$ cat src/rtl/conv_out_sequencer.sv
// Output-stage sequencer for one conv layer: counts MAC beats, neurons, planes and
// channels, and issues delayed lane-packed buffer writes. Optional CONV_SEQ_PERF_CNT_EN adds a stall counter.
module conv_out_sequencer #(
  parameter int MAC_CNT    = 25,
  parameter int PLANE_SIZE = 784,
  parameter int NUM_OCH    = 8,
  parameter int PIPE_DLY   = 2,
  parameter int ADDR_W     = 16
) (
  input  logic              clk,
  input  logic              rst_n,
  input  logic              start,
  input  logic              mac_valid,
  output logic              busy,
  output logic              neuron_rdy,
  output logic              plane_rdy,
  output logic              layer_done,
  output logic              out_we,
  output logic [3:0]        out_wea,
  output logic [ADDR_W-1:0] out_addr,
  output logic [7:0]        och_idx,
  output logic [31:0]       stall_cycles
);

  localparam int MC_W  = (MAC_CNT > 1) ? $clog2(MAC_CNT) : 1;
  localparam int PIX_W = (PLANE_SIZE > 1) ? $clog2(PLANE_SIZE) : 1;

  typedef enum logic [1:0] {S_IDLE, S_RUN, S_DRAIN, S_DONE} state_t;

  state_t            state_q, state_d;
  logic [MC_W-1:0]   mac_cnt_q, mac_cnt_d;
  logic [PIX_W-1:0]  pix_q, pix_d;
  logic [7:0]        ch_q, ch_d;
  logic [ADDR_W-1:0] base_q, base_d;
  logic              neuron_rdy_q, plane_rdy_q;

  logic              beat, beat_last, pix_last, ch_last, pipe_busy;
  logic [ADDR_W-1:0] cur_addr;
  logic [3:0]        cur_lane;

  logic              vld_q  [PIPE_DLY];
  logic [ADDR_W-1:0] addr_q [PIPE_DLY];
  logic [3:0]        lane_q [PIPE_DLY];

  assign beat      = (state_q == S_RUN) && mac_valid;
  assign beat_last = beat && (mac_cnt_q == MC_W'(MAC_CNT - 1));
  assign pix_last  = (pix_q == PIX_W'(PLANE_SIZE - 1));
  assign ch_last   = (ch_q == 8'(NUM_OCH - 1));
  // base_q tracks (ch/4)*PLANE_SIZE incrementally, so no multiplier is needed.
  assign cur_addr  = base_q + ADDR_W'(pix_q);
  assign cur_lane  = 4'b0001 << ch_q[1:0];

  always_comb begin
    state_d   = state_q;
    mac_cnt_d = mac_cnt_q;
    pix_d     = pix_q;
    ch_d      = ch_q;
    base_d    = base_q;
    case (state_q)
      S_IDLE: begin
        if (start) begin
          state_d   = S_RUN;
          mac_cnt_d = '0;
          pix_d     = '0;
          ch_d      = '0;
          base_d    = '0;
        end
      end
      S_RUN: begin
        if (beat_last) begin
          mac_cnt_d = '0;
          if (pix_last) begin
            pix_d = '0;
            if (ch_last) begin
              state_d = S_DRAIN;
            end else begin
              ch_d = ch_q + 8'd1;
              if (ch_q[1:0] == 2'd3) base_d = base_q + ADDR_W'(PLANE_SIZE);
            end
          end else begin
            pix_d = pix_q + PIX_W'(1);
          end
        end else if (beat) begin
          mac_cnt_d = mac_cnt_q + MC_W'(1);
        end
      end
      S_DRAIN: begin
        if (!pipe_busy) state_d = S_DONE;
      end
      S_DONE: state_d = S_IDLE;
      default: state_d = S_IDLE;
    endcase
  end

  always_ff @(posedge clk or negedge rst_n) begin
    if (!rst_n) begin
      state_q      <= S_IDLE;
      mac_cnt_q    <= '0;
      pix_q        <= '0;
      ch_q         <= '0;
      base_q       <= '0;
      neuron_rdy_q <= 1'b0;
      plane_rdy_q  <= 1'b0;
    end else begin
      state_q      <= state_d;
      mac_cnt_q    <= mac_cnt_d;
      pix_q        <= pix_d;
      ch_q         <= ch_d;
      base_q       <= base_d;
      neuron_rdy_q <= beat_last;
      plane_rdy_q  <= beat_last && pix_last;
    end
  end

  // Address/lane stages only advance with a valid entry, so the last stage holds
  // the most recent write address while out_we is low.
  always_ff @(posedge clk or negedge rst_n) begin
    if (!rst_n) begin
      vld_q[0]  <= 1'b0;
      addr_q[0] <= '0;
      lane_q[0] <= '0;
    end else begin
      vld_q[0] <= beat_last;
      if (beat_last) begin
        addr_q[0] <= cur_addr;
        lane_q[0] <= cur_lane;
      end
    end
  end

  generate
    for (genvar gi = 1; gi < PIPE_DLY; gi++) begin : g_pipe
      always_ff @(posedge clk or negedge rst_n) begin
        if (!rst_n) begin
          vld_q[gi]  <= 1'b0;
          addr_q[gi] <= '0;
          lane_q[gi] <= '0;
        end else begin
          vld_q[gi] <= vld_q[gi-1];
          if (vld_q[gi-1]) begin
            addr_q[gi] <= addr_q[gi-1];
            lane_q[gi] <= lane_q[gi-1];
          end
        end
      end
    end
  endgenerate

  always_comb begin
    pipe_busy = 1'b0;
    for (int k = 0; k < PIPE_DLY; k++) pipe_busy = pipe_busy | vld_q[k];
  end

  assign busy       = (state_q != S_IDLE);
  assign layer_done = (state_q == S_DONE);
  assign neuron_rdy = neuron_rdy_q;
  assign plane_rdy  = plane_rdy_q;
  assign och_idx    = ch_q;
  assign out_we     = vld_q[PIPE_DLY-1];
  assign out_addr   = addr_q[PIPE_DLY-1];
  assign out_wea    = vld_q[PIPE_DLY-1] ? lane_q[PIPE_DLY-1] : 4'b0000;

`ifdef CONV_SEQ_PERF_CNT_EN
  logic [31:0] stall_q;

  always_ff @(posedge clk or negedge rst_n) begin
    if (!rst_n) begin
      stall_q <= '0;
    end else if (state_q == S_IDLE && start) begin
      stall_q <= '0;
    end else if (state_q == S_RUN && !mac_valid && stall_q != 32'hFFFF_FFFF) begin
      stall_q <= stall_q + 32'd1;
    end
  end

  assign stall_cycles = stall_q;
`else
  assign stall_cycles = 32'd0;
`endif

endmodule

$ cat config.mk
export PLATFORM = sky130hd
export DESIGN_NAME = conv_out_sequencer
export DESIGN_NICKNAME = d
export VERILOG_FILES = /design/src/rtl/conv_out_sequencer.sv
export SDC_FILE = /design/constraint.sdc
export NUM_CORES = 1
export LEC_CHECK = 0
export ABC_AREA = 1
export CAP_MARGIN = 20
export CORE_MARGIN = 2
export CORE_UTILIZATION = 40
export CTS_CLUSTER_SIZE = 14
export DETAILED_ROUTE_END_ITERATION = 6
export DONT_BUFFER_PORTS = 1
export PLACE_DENSITY = 0.57
export SLEW_MARGIN = 20
export SYNTH_ARGS = -nofsm -noshare
export SYNTH_HDL_FRONTEND = slang
export SYNTH_SLANG_ARGS = --single-unit
$ cat constraint.sdc
create_clock -name clk -period 4.2 [get_ports clk]
set_input_delay 0.63 -clock clk [delete_from_list [all_inputs] [get_ports clk]]
set_output_delay 0.63 -clock clk [all_outputs]
set_load 0.005 [all_outputs]
### Word level (Yosys, flattened, before mapping)

Cells that the tools add are included.

* word-level logic and storage cells: 71
* input port bits: 4
* register bits: 84
* output and inout bits: 65

* bitwise operators: 1
* $add $sub $neg: 5
* reductions and logical operators: 11
* muxes and demuxes: 26
* shift operators: 1
* equality and inequality tests: 15

Operators with widths (count)
* $mux W16: 5
* $mux W8: 4
* $pmux W16 S2: 1
* $mux W10: 3
* $pmux W10 S2: 1
* $add A16 B10 Y16: 1
* $add A16 B10 Y16 const B: 1
* $pmux W8 S2: 1
* $mux W5: 3
* $ne A2 B2 Y1 const B: 6
* $add A10 B1 Y10 const B: 1
* $eq A10 B10 Y1 const B: 1
* $mux W2: 5
* $pmux W5 S2: 1
* $reduce_and A5 Y1: 2
* $add A8 B1 Y8 const B: 1
* $eq A8 B3 Y1 const B: 1
* $pmux W2 S4: 1
* $eq A2 B2 Y1 const B: 3
* $reduce_and A3 Y1: 2
* $reduce_and A6 Y1: 1
* $add A5 B1 Y5 const B: 1
* $eq A5 B5 Y1 const B: 1
* $mux W4: 1
* other kinds (8): 11

### Logic depth before layout (Yosys ltp)

* word-level depth: 6
* mapped depth: 11
* mapped depth without buffers: 11

### Least setup slack after synthesis

OpenSTA, ideal clock, no wires.

* path type: reg2reg
* from: reg state_q[1]
* to: reg ch_q[0], in the netlist och_idx[0]
* period minus slack after synthesis: 1.746 ns
* required time: 4.083 ns
* setup time: 0.117 ns
* path buffers: 0
* setup slack: 2.454 ns
* stages on the path, launching flop included: 12
* arrival: 1.630 ns
* cell sequence: dfrtp_1 > inv_1 > ha_1 > nand2_1 > nor2_1 > nand2_1 > nand2_1 > nand2_2 > nor2_2 > nand2_2 > nand2_1 > nand2_1

* longest elaborated chain between the ends: 5
* elaborated cells between the ends (all ways): 11
* those cells by class: eq/ne (5); mux (1); reduce/logical (5)

RTL lines
* start, declared: line 30 `state_t state_q, state_d;`
* start signal, assigned: line 105 `state_q <= state_d;`
* $eq A2 B1 Y1: line 45, 59
* $logic_and A1 B1 Y1: line 45 `assign beat = (state_q == S_RUN) && mac_valid;`
* $logic_and A1 B1 Y1: line 46 `assign beat_last = beat && (mac_cnt_q == MC_W'(MAC_CNT - 1));`
* $ne A2 B2 Y1 (no line)
* $reduce_and A5 Y1 (no line)
* end signal, assigned: line 108 `ch_q <= ch_d;`
* end, declared: line 33 `logic [7:0] ch_q, ch_d;`

Parallel ways exist; a longest one is shown, timed or not.
A chain may end at the register's enable or synchronous reset.

### Final worst setup path

* from: reg state_q[1]
* to: reg base_q[6]

* longest elaborated chain between the ends: 5
* elaborated cells between the ends (all ways): 12
* those cells by class: eq/ne (6); mux (1); reduce/logical (5)

RTL lines
* $eq A2 B1 Y1: line 45, 59
* $logic_and A1 B1 Y1: line 45
* $logic_and A1 B1 Y1: line 46
* $ne A2 B2 Y1 (no line)
* $reduce_and A6 Y1 (no line)
* end signal, assigned: line 109 `base_q <= base_d;`
* end, declared: line 34 `logic [ADDR_W-1:0] base_q, base_d;`

Parallel ways exist; a longest one is shown, timed or not.

==> flow_summary.html <==
<table>
<tr><th>Metric</th><th>Value</th></tr>
<tr><th colspan="2">Run status</th></tr>
<tr><td>Result of the run</td><td>complete, no violations</td></tr>
<tr><th colspan="2">Floorplanning</th></tr>
<tr><td>Die width</td><td>112.3 um</td></tr>
<tr><td>Core Region</td><td>11420 sq um</td></tr>
<tr><td>Initial core utilization</td><td>0.4111</td></tr>
<tr><td>Die height</td><td>112.3 um</td></tr>
<tr><td>Placement row count</td><td>39</td></tr>
<tr><td>Die ar.</td><td>12620 sq um</td></tr>
<tr><td>I/O Pins</td><td>69</td></tr>
<tr><th colspan="2">Synthesis</th></tr>
<tr><td>Cell variety after synth</td><td>31</td></tr>
<tr><td>Share of flip-flops with an asynchronous set or reset after synthesis</td><td>1.000</td></tr>
<tr><td>Most numerous cell in the Yosys netlist</td><td>nand2_1</td></tr>
<tr><td>Top cells by count, synth</td><td>nand2_1, dfrtp_1, inv_1, nand3_1, buf_4</td></tr>
<tr><td>Share of Yosys cell area claimed by the top area cell type</td><td>0.4264</td></tr>
<tr><td>Post-synthesis compound-gate area fraction</td><td>0.04851</td></tr>
<tr><td>Cells after synthesis</td><td>587</td></tr>
<tr><td>Number of enable flip-flop cells after synthesis</td><td>0</td></tr>
<tr><td>Primary FF master, synth</td><td>dfrtp_1</td></tr>
<tr><td>Cell accounting for the most synthesized area</td><td>dfrtp_1</td></tr>
<tr><td>Post-synthesis share of cell area spent on and, or, nand and nor gates</td><td>0.2703</td></tr>
<tr><td>Share of synthesized cell area in full adder, half adder and majority cells</td><td>0.05064</td></tr>
<tr><td>Top cells by area, synth</td><td>dfrtp_1, nand2_1, buf_4</td></tr>
<tr><td>Post-synthesis sequential element count</td><td>80</td></tr>
<tr><td>Multiplexer share of the synthesized area</td><td>0.04797</td></tr>
<tr><td>Area of the mapped netlist</td><td>4695 sq um</td></tr>
<tr><td>Mean instance size in the synthesized netlist</td><td>7.997 sq um</td></tr>
<tr><td>Synthesized-area fraction occupied by xor and xnor cells</td><td>0.02052</td></tr>
<tr><td>Largest family of logic cells by synthesized area</td><td>simple AND/OR/NAND/NOR gates</td></tr>
<tr><td>Sequential cell area fraction in the yosys report</td><td>0.4264</td></tr>
<tr><td>Warnings, synthesis</td><td>0</td></tr>
<tr><th colspan="2">Route</th></tr>
<tr><td>Detailed-route vias per instance</td><td>4.816</td></tr>
<tr><td>Detailed Routing Iterations Pass 1</td><td>5</td></tr>
<tr><td>WL per Instance</td><td>12.53 um</td></tr>
<tr><td>Met3 WL</td><td>478 um</td></tr>
<tr><td>Count of antenna-violating nets left after detailed routing</td><td>0</td></tr>
<tr><td>Highest signal layer in the routed design</td><td>met4</td></tr>
<tr><td>First DRT Iteration DRCs</td><td>244</td></tr>
<tr><td>Total detailed-routing wirelength</td><td>8997 um</td></tr>
<tr><td>Detailed-routed wire length on met2</td><td>4081 um</td></tr>
<tr><td>DRC violations left</td><td>0</td></tr>
<tr><td>Routed length on met1</td><td>4357 um</td></tr>
<tr><td>Vias</td><td>3458</td></tr>
<tr><th colspan="2">Pwr</th></tr>
<tr><td>Post-route total power</td><td>2.255 mW</td></tr>
<tr><td>LEAKAGE</td><td>2.487 nW</td></tr>
<tr><td>VDD IR-drop max</td><td>228.2 uV</td></tr>
<tr><td>Power density over cell area</td><td>459.6 nW/um^2</td></tr>
<tr><th colspan="2">Setup path</th></tr>
<tr><td>Capturing element type of the critical path</td><td>flip-flop</td></tr>
<tr><td>Critical path class</td><td>reg -&gt; reg</td></tr>
<tr><td>Category of the worst setup path launch point</td><td>flip-flop</td></tr>
<tr><td>WP data required</td><td>4.40 ns</td></tr>
<tr><td>Largest driver fanout on the critical path</td><td>34</td></tr>
<tr><td>Critical Path AT</td><td>2.79 ns</td></tr>
<tr><th colspan="2">Finish</th></tr>
<tr><td>Total Nets Final</td><td>593</td></tr>
<tr><td>Share of final-layout standard cells stronger than drive strength 1</td><td>0.09565</td></tr>
<tr><td>Layout area overhead</td><td>4.504%</td></tr>
<tr><td>Count of antenna diodes in the layout</td><td>0</td></tr>
<tr><td>Layout Cells excl Fill</td><td>718</td></tr>
<tr><th colspan="2">Timing</th></tr>
<tr><td>Final worst path period need</td><td>2.590 ns</td></tr>
<tr><td>Setup repair after global routing missed its margin</td><td>false</td></tr>
<tr><td>Final setup violation count</td><td>0</td></tr>
<tr><td>Slew of the pin with the lowest slew margin</td><td>0.9062 ns</td></tr>
<tr><td>Final worst path period share</td><td>0.6167</td></tr>
<tr><td>Final hold violation count</td><td>0</td></tr>
<tr><td>Clock skew after layout</td><td>0.008148 ns</td></tr>
<tr><td>Highest clock frequency the design can meet</td><td>0.3861 GHz</td></tr>
<tr><td>Slew margin rel.</td><td>0.3958</td></tr>
<tr><td>Number of pins with negative max-slew slack in the final report</td><td>0</td></tr>
<tr><td>Setup TNS</td><td>0 ns</td></tr>
<tr><th colspan="2">Place</th></tr>
<tr><td>HPWL after detailed placement</td><td>6422 um</td></tr>
<tr><td>Cell Count Post-Placement</td><td>701</td></tr>
<tr><td>Count of input and output buffers</td><td>0</td></tr>
<tr><td>Final weighted congestion in routability-driven placement</td><td>0.8637</td></tr>
<tr><th colspan="2">Clocking</th></tr>
<tr><td>Number of buffers inserted by post-CTS setup repair</td><td>0</td></tr>
<tr><td>Clock tree from TritonCTS</td><td>built</td></tr>
<tr><td>Clock Root Buffer</td><td>clkbuf_16</td></tr>
<tr><td>Skew-Pair Late Insertion Delay</td><td>0.34 ns</td></tr>
<tr><td># H-tree levels</td><td>3</td></tr>
<tr><td>Largest buffer count on any clock path</td><td>2</td></tr>
<tr><td>TritonCTS buffer count</td><td>9</td></tr>
<tr><td>Clk pin slew, worst setup/hold paths</td><td>0.06 ns</td></tr>
<tr><td>Number of sinks handled by clock tree synthesis</td><td>80</td></tr>
<tr><th colspan="2">GRT</th></tr>
<tr><td>All-Layer GR Usage</td><td>0.1562</td></tr>
<tr><td>Via count of the first global-routing pass</td><td>3332</td></tr>
<tr><td>Initial antenna violation count</td><td>0</td></tr>
<tr><td>GR Overflow Total</td><td>0</td></tr>
<tr><td>Maximum number of pins on one net before global-route repair</td><td>81</td></tr>
<tr><td>First-pass GRT wire length</td><td>16030 um</td></tr>
<tr><th colspan="2">Worst hold path</th></tr>
<tr><td>Path type of the worst min-delay path</td><td>in -&gt; async</td></tr>
<tr><th colspan="2">Run</th></tr>
<tr><td>Max-cap check violation count</td><td>0</td></tr>
</table>
worst max-delay path, stage by stage, from the launching register on:
cell     delay, ns
dfrtp_1       0.41
inv_1         0.12
ha_1          0.15
buf_4         0.27
nand2_1       0.08
nor2_1        0.11
nand2_1       0.05
buf_4         0.23
a21oi_2       0.17
nand3_1       0.53
nand2_1       0.21
o21ai_1       0.08
power breakdown:
part / internal (mW) / switching, mW / leakage [nW]
sequential: 0.820 / 0.0697 / 1.11
combinational: 0.166 / 0.424 / 1.24
clock: 0.460 / 0.315 / 0.138
total: 1.45 / 0.809 / 2.49
per-stage QoR:
step | util | setup slack, ns | hold WS [ns] | area [sq um]
2_1_floorplan | - | 2.454 | 0.3344 | 4811
3_3_place_gp | 0.4013 | 1.673 | 0.3372 | 4582
3_5_place_dp | 0.4013 | 1.604 | 0.3369 | 4582
4_1_cts | 0.4297 | 1.579 | 0.2027 | 4906
5_1_grt | 0.4297 | 1.300 | 0.1977 | 4906
6_report | 0.4297 | 1.610 | 0.1837 | 4906
final cells by class:
cell class / instances / area [sq um]
clock buffer: 9 / 225.2
clock inverter: 7 / 71.32
multi-input combinational: 421 / 2176
sequential: 80 / 2002
inverter: 54 / 202.7
timing repair buffer: 4 / 50.05
tap: 143 / 178.9
fill: 1149 / 6513
registers in the layout, summed over array words and instances (netlist names):
| name | count |
|---|---|
| base_q | 12 |
| state_q | 2 |
| mac_cnt_q | 5 |
| och_idx | 8 |
| out_addr | 16 |
| plane_rdy | 1 |
| vld_q | 1 |
| pix_q | 10 |
| addr_q | 16 |
| lane_q | 8 |
| out_we | 1 |
layout by cell type (no fill, tap or decap), types with 2 or more instances in the layout:
| cell type | synthesis | layout |
|---|---|---|
| a21oi_1 | 8 | 8 |
| buf_4 | 50 | 3 |
| clkbuf_16 | 0 | 9 |
| clkinv_2 | 0 | 2 |
| clkinvlp_4 | 0 | 3 |
| conb_1 | 1 | 32 |
| dfrtp_1 | 80 | 80 |
| ha_1 | 19 | 19 |
| inv_1 | 52 | 52 |
| inv_2 | 2 | 2 |
| mux2_2 | 20 | 20 |
| nand2_1 | 167 | 167 |
| nand2_2 | 3 | 3 |
| nand3_1 | 52 | 52 |
| nand3_2 | 2 | 2 |
| nand3b_1 | 2 | 2 |
| nand4_1 | 10 | 10 |
| nor2_1 | 42 | 42 |
| nor2_2 | 2 | 2 |
| nor3_1 | 6 | 6 |
| nor3b_1 | 3 | 3 |
| o21ai_0 | 24 | 24 |
| o21ai_1 | 9 | 9 |
| or2_2 | 4 | 4 |
| xnor2_1 | 6 | 6 |
| xor2_1 | 5 | 5 |
kinds of logic (layout without fill, tap and decap cells):
family | after synthesis | after routing
buffers and inverters | 117 | 74
AO/OA/AOI/OAI | 44 | 44
adder cells (fa/ha/maj) | 19 | 19
other | 1 | 32
AND/OR/NAND/NOR | 295 | 295
flip-flops | 80 | 80
XOR/XNOR | 11 | 11
multiplexers | 20 | 20
what timing repair did:
| action | CTS | global route |
|---|---|---|
| setup endpoints to repair | 0 | 0 |
| hold endpoints to repair | 80 | 0 |
| hold buffers | 1 | 0 |
| gates resized for setup | 0 | 0 |
path summary, 6_finish.rpt:
kind                            cells after the start          end  startpoint  slack, ns
worst max-delay path                               11    base_q[6]  state_q[1]       1.61
worst min-delay path                                1   och_idx[1]       rst_n       0.18
worst max register to register                     11    base_q[6]  state_q[1]       1.61
worst min register to register                      2   addr_q[28]  addr_q[28]       0.48
max in group asynchronous                           1  out_addr[8]       rst_n       3.69
min in group clk                                    2   addr_q[28]  addr_q[28]       0.48
routing by layer:
| layer | global-route usage | vias up |
|---|---|---|
| met5 | 0 | - |
| met4 | 0.05610 | 0 |
| met3 | 0.04266 | 4 |
| met2 | 0.2357 | 73 |
| met1 | 0.2167 | 1616 |
| li1 | - | 1765 |
(Power assumes the default switching activity.)
